File: config.mk
export PLATFORM = sky130hd
export DESIGN_NAME = status_register_unit
export DESIGN_NICKNAME = d
export VERILOG_FILES = /design/src/rtl/arm_pkg.sv /design/src/rtl/flag_calc.sv /design/src/rtl/status_register_unit.sv
export SDC_FILE = /design/constraint.sdc
export NUM_CORES = 1
export LEC_CHECK = 0
export CAP_MARGIN = 20
export CORE_MARGIN = 2
export CORE_UTILIZATION = 30
export CTS_CLUSTER_DIAMETER = 100
export DETAILED_ROUTE_END_ITERATION = 16
export HOLD_SLACK_MARGIN = 0.12
export PLACE_DENSITY_LB_ADDON = 0.15
export REMOVE_ABC_BUFFERS = 1
export SYNTH_ARGS = -nofsm -noshare
export SYNTH_HDL_FRONTEND = slang
export SYNTH_SLANG_ARGS = --single-unit
File: constraint.sdc
create_clock -name clk -period 5.1 [get_ports clk]
set_clock_uncertainty 0.2 [all_clocks]
set_input_delay 1.53 -clock clk [delete_from_list [all_inputs] [get_ports clk]]
set_output_delay 1.53 -clock clk [all_outputs]
set_load 0.03 [all_outputs]
File: src/rtl/arm_pkg.sv
// Shared execute-command encodings and NZCV flag-vector type for the ARM-style datapath.
package arm_pkg;

  typedef enum logic [3:0] {
    CMD_MOV = 4'b0001,
    CMD_ADD = 4'b0010,
    CMD_ADC = 4'b0011,
    CMD_SUB = 4'b0100,
    CMD_SBC = 4'b0101,
    CMD_AND = 4'b0110,
    CMD_ORR = 4'b0111,
    CMD_EOR = 4'b1000,
    CMD_MVN = 4'b1001
  } exec_cmd_e;

  // Compare and test reuse the arithmetic/logical encodings; only the S bit matters here.
  localparam logic [3:0] CMD_CMP = CMD_SUB;
  localparam logic [3:0] CMD_TST = CMD_AND;

  typedef struct packed {
    logic n;
    logic z;
    logic c;
    logic v;
  } flags_t;

  localparam logic [3:0] MASK_ARITH = 4'b1111;
  localparam logic [3:0] MASK_LOGIC = 4'b1110;
  localparam logic [3:0] MASK_NONE  = 4'b0000;

endpackage

File: src/rtl/flag_calc.sv
// Combinational NZCV evaluation for one execute command; update_mask marks which flags it may change.
module flag_calc
  import arm_pkg::*;
#(
  parameter int WIDTH = 32
) (
  input  logic [3:0]       cmd,
  input  logic [WIDTH-1:0] a,
  input  logic [WIDTH-1:0] b,
  input  logic             shifter_c,
  input  logic             c_in,
  output logic [WIDTH-1:0] result,
  output logic [3:0]       nzcv,
  output logic [3:0]       update_mask
);

  logic [WIDTH-1:0] b_op;
  logic             carry_in;
  logic [WIDTH:0]   sum;
  logic             is_arith;
  flags_t           f;

  always_comb begin
    b_op     = b;
    carry_in = 1'b0;
    is_arith = 1'b0;
    result   = '0;
    update_mask = MASK_NONE;
    case (cmd)
      CMD_ADD: begin is_arith = 1'b1; end
      CMD_ADC: begin is_arith = 1'b1; carry_in = c_in; end
      CMD_SUB: begin is_arith = 1'b1; b_op = ~b; carry_in = 1'b1; end
      CMD_SBC: begin is_arith = 1'b1; b_op = ~b; carry_in = c_in; end
      default: ;
    endcase

    sum = {1'b0, a} + {1'b0, b_op} + {{WIDTH{1'b0}}, carry_in};

    f = '0;
    case (cmd)
      CMD_ADD, CMD_ADC, CMD_SUB, CMD_SBC: begin
        result      = sum[WIDTH-1:0];
        update_mask = MASK_ARITH;
      end
      CMD_AND: begin result = a & b; update_mask = MASK_LOGIC; end
      CMD_ORR: begin result = a | b; update_mask = MASK_LOGIC; end
      CMD_EOR: begin result = a ^ b; update_mask = MASK_LOGIC; end
      CMD_MOV: begin result = b;     update_mask = MASK_LOGIC; end
      CMD_MVN: begin result = ~b;    update_mask = MASK_LOGIC; end
      default: ;
    endcase

    f.n = result[WIDTH-1];
    f.z = (result == '0);
    // Subtract carry is the inverted borrow, which falls straight out of a + ~b + 1.
    f.c = is_arith ? sum[WIDTH] : shifter_c;
    f.v = is_arith && (a[WIDTH-1] == b_op[WIDTH-1]) && (sum[WIDTH-1] != a[WIDTH-1]);
    nzcv = f;
  end

endmodule

File: src/rtl/status_register_unit.sv
// Two-stage NZCV producer: stage 1 captures flag-setting instructions, stage 2 writes the status register.
module status_register_unit
  import arm_pkg::*;
#(
  parameter int WIDTH = 32
) (
  input  logic             clk,
  input  logic             rst,
  input  logic             ex_valid,
  input  logic             ex_s,
  input  logic [3:0]       ex_cmd,
  input  logic [WIDTH-1:0] ex_a,
  input  logic [WIDTH-1:0] ex_b,
  input  logic             shifter_c,
  input  logic             freeze,
  input  logic             flush,
  output logic             N,
  output logic             Z,
  output logic             C,
  output logic             V,
  output logic             flags_pending
);

  logic             vld_p1;
  logic             written_p1;
  logic [3:0]       cmd_p1;
  logic [WIDTH-1:0] a_p1;
  logic [WIDTH-1:0] b_p1;
  logic             sc_p1;
  logic [3:0]       flags_q;
  logic [3:0]       calc_nzcv;
  logic [3:0]       calc_mask;
  logic             do_write;
  logic             capture;

  assign capture  = ex_valid && ex_s && !freeze;
  assign do_write = vld_p1 && !written_p1;

  // Stage 1: capture operands of a flag-setting instruction
  always_ff @(posedge clk) begin
    if (rst) begin
      vld_p1     <= 1'b0;
      written_p1 <= 1'b0;
      cmd_p1     <= '0;
      a_p1       <= '0;
      b_p1       <= '0;
      sc_p1      <= 1'b0;
    end else begin
      written_p1 <= written_p1 | do_write;
      if (flush) begin
        vld_p1 <= 1'b0;
      end else if (freeze) begin
        vld_p1 <= vld_p1;
      end else if (capture) begin
        vld_p1     <= 1'b1;
        written_p1 <= 1'b0;
        cmd_p1     <= ex_cmd;
        a_p1       <= ex_a;
        b_p1       <= ex_b;
        sc_p1      <= shifter_c;
      end else begin
        vld_p1 <= 1'b0;
      end
    end
  end

  flag_calc #(.WIDTH(WIDTH)) u_calc (
    .cmd         (cmd_p1),
    .a           (a_p1),
    .b           (b_p1),
    .shifter_c   (sc_p1),
    .c_in        (flags_q[1]),
    .result      (),
    .nzcv        (calc_nzcv),
    .update_mask (calc_mask)
  );

  // Stage 2: merge computed flags into the architectural register
  always_ff @(posedge clk) begin
    if (rst) begin
      flags_q <= 4'b0000;
    end else if (do_write) begin
      flags_q <= (flags_q & ~calc_mask) | (calc_nzcv & calc_mask);
    end
  end

  assign N             = flags_q[3];
  assign Z             = flags_q[2];
  assign C             = flags_q[1];
  assign V             = flags_q[0];
  assign flags_pending = vld_p1;

endmodule

==> run summary <==
Seq/Total Area, Yosys = 22.40%
synthesis-to-layout area growth = 19.84%
Num CTS Buffers = 9
die height = 153.5 um
capturing element type of the critical path = register
largest fanout on the critical path = 32
EDFF count, synth = 0
XOR/XNOR Fraction of Synth Area = 5.748%
most common cell in the netlist = nand2_1
hold buffers post-CTS = 0
fin util = 36.70%
placed insts = 1236
Mapped Area = 0.006704 sq mm
first-pass GRT wire length = 34490 um
WP data arrival = 4610 ps
top area cells in the synthesized netlist = dfxtp_1 22%, ha_1 18%, nand2_1 10%
leakage power = 3.096 nW
status = finished, final reports clean
htree depth = 3
initial cell density of the core = 30.62%
Final Routed Wirelength = 21690 um
Port Buffers = 79
top cells by count, synth = 183 x nand2_1, 112 x a21oi_1, 95 x ha_1, 75 x dfxtp_1, 73 x inv_1
Hold Path Class = reg -> reg
register area = 0.001501 sq mm
simple-gate share of the synthesized area = 24.54%
Pre-antenna DRT Iters = 5
Pins Over Slew Limit = 0
Worst Setup Start Kind = register
Achievable Freq = 219.4 MHz
largest net degree at the start of global routing = 70
Yosys warning total = 0
DR iter-0 viols = 522
area of the multi-input gates = 0.004735 sq mm
drt wl/cell = 17.33 um
Chip Width = 153.5 um
core area = 0.02189 sq mm
Min Hold Slack = 271.7 ps
max cap viols = 0
# IOs = 80
layout cell share with drive strength beyond 1 = 4.840%
CTS Buffer Depth = 2
Post-Syn Instances = 914
clock period minus worst slack = 4557 ps
Final #Nets = 1139
All-Layer GR Usage = 18.37%
post-synthesis adder-cell area fraction = 18.33%
Vias/cell = 5.169
worst relative slew slack = 51.49%
vias in the first global route = 6229
synthesized area per cell = 7.335 sq um
CTS Sinks = 75
top_reg_cell synth = dfxtp_1
final setup fails = 0
Worst-Skew Late Latency = 330 ps
Final WS setup = 542.9 ps
Clock Pin Slew Worst Setup and Hold Paths = 60 ps
worst vdd rail ir drop = 0.1178 mV
Critical Path RT = 5150 ps
Total Neg Setup Slack = 0 ps
Layout fillers = 2377
Cell Count, Final, Fillers Out = 1251
#FFs+latches synth = 75
Synth Area in Compound Gates = 21.03%
CTS root buffer = clkbuf_16
synth unique cells = 64
post-route ant nets = 0
Die ar. = 0.02356 sq mm
Power Density = 193.3 mW/mm^2
RSZ-0062 raised after global routing = false
Crit Path Class = reg -> reg
proportion of synthesized area in mux cells = 0.8025%
CTS tree = yes
ys async rst share = 0%
Hold Violations, Final = 0
via count = 6466
antenna cells = 0
initial antenna violation count = 0
area leader, netlist = dfxtp_1
fin crit share = 89.35%
post-CTS resize count = 0
GPL Wtd Cong = 0.9231
Std-Cell Rows = 54
top cell type's share of synthesized area = 22.40%
DR DRC count = 0
setup bufs post-CTS = 0
total gr overflow = 0
Final HPWL DP = 17560 um
largest family of logic cells by synthesized area = simple AND/OR/NAND/NOR gates
Worst Tran Pin Value = 721.0 ps
r2r setup slk = 540 ps
pre-CTS setup slack = 498.5 ps
power by group:
part	total [mW]	switching [mW]	internal, mW
Sequential	0.618	0.0199	0.598
Clock	0.674	0.249	0.425
Combinational	0.261	0.135	0.126
Total	1.55	0.404	1.15
cell families (layout without fill, tap and decap cells):
group,after synthesis,in the layout
AOI/OAI and AO/OA,224,224
xor gates and xnor gates,44,44
adders and majority gates,97,97
buffers and inverters,119,176
DFF,75,75
muxes,5,5
and+or+nand+nor,350,350
worst max-delay path, stage by stage (launching register included):
cell       delay [ps]
dfxtp_1           440
nor3b_2           340
buf_12            260
xnor2_1           170
fa_1              230
inv_1              60
fa_1              420
nand2b_1          190
a211oi_2          320
o21ai_4           160
a211oi_1          270
o21ai_0           160
a2111oi_2         400
o2111ai_1         170
nor4_1            350
a21oi_1           140
o31ai_2           180
routing by layer:
metal / vias up / wire length [um] / global-route usage, %
li1: 3299 / - / -
met1: 2996 / 11160 / 26.97
met2: 142 / 9272 / 28.00
met3: 29 / 685 / 1.900
met4: 0 / 568 / 6.073
met5: - / 0 / 0
metrics by stage:
| stage | power [mW] | instance area [sq um] |
|---|---|---|
| 2_1_floorplan | 0.7630 | 6499 |
| 3_3_place_gp | 0.8904 | 7726 |
| 3_5_place_dp | 0.8901 | 7726 |
| 4_1_cts | 1.571 | 8034 |
| 5_1_grt | 1.623 | 8034 |
| 6_report | 1.553 | 8034 |
cell type report:
cell class | count | share of cell area, %
multi-input combinational | 720 | 58.93
sequential | 75 | 18.69
timing repair buffer | 88 | 10.78
tap | 280 | 4.361
inverter | 73 | 3.411
clock buffer | 10 | 2.850
clock inverter | 5 | 0.9812
state kept, by name, summed over array words and instances, names as in the netlist, named ones only:
signal	flops
flags_pending	1
cmd_p1	4
a_p1	32
b_p1	32
written_p1	1
sc_p1	1
final timing paths:
kind                                 from        to  depth (start not counted)
worst max-delay path            cmd_p1[3]  register                         16
worst min-delay path                sc_p1     sc_p1                          2
worst max register to register  cmd_p1[3]  register                         16
worst min register to register      sc_p1     sc_p1                          2
cell usage in the layout (no fill, tap or decap), types with 6 or more instances in the layout:
cell             count
nor4_1              21
inv_1               73
nor2b_1              6
nand4_1             28
nand3_1             11
xor2_1               8
or3_1                6
o21ai_0             26
nor2_1              41
nand2b_1             6
a21o_1              10
a21oi_1            112
dfxtp_1             75
a211oi_1             6
or4_1               10
buf_4                8
nor3_1              19
a31oi_1              8
ha_1                95
clkbuf_16            9
o21a_1               9
xnor2_1             36
clkdlybuf4s50_1     78
nand2_1            183
Note: power is estimated with default switching activity, not from simulation.
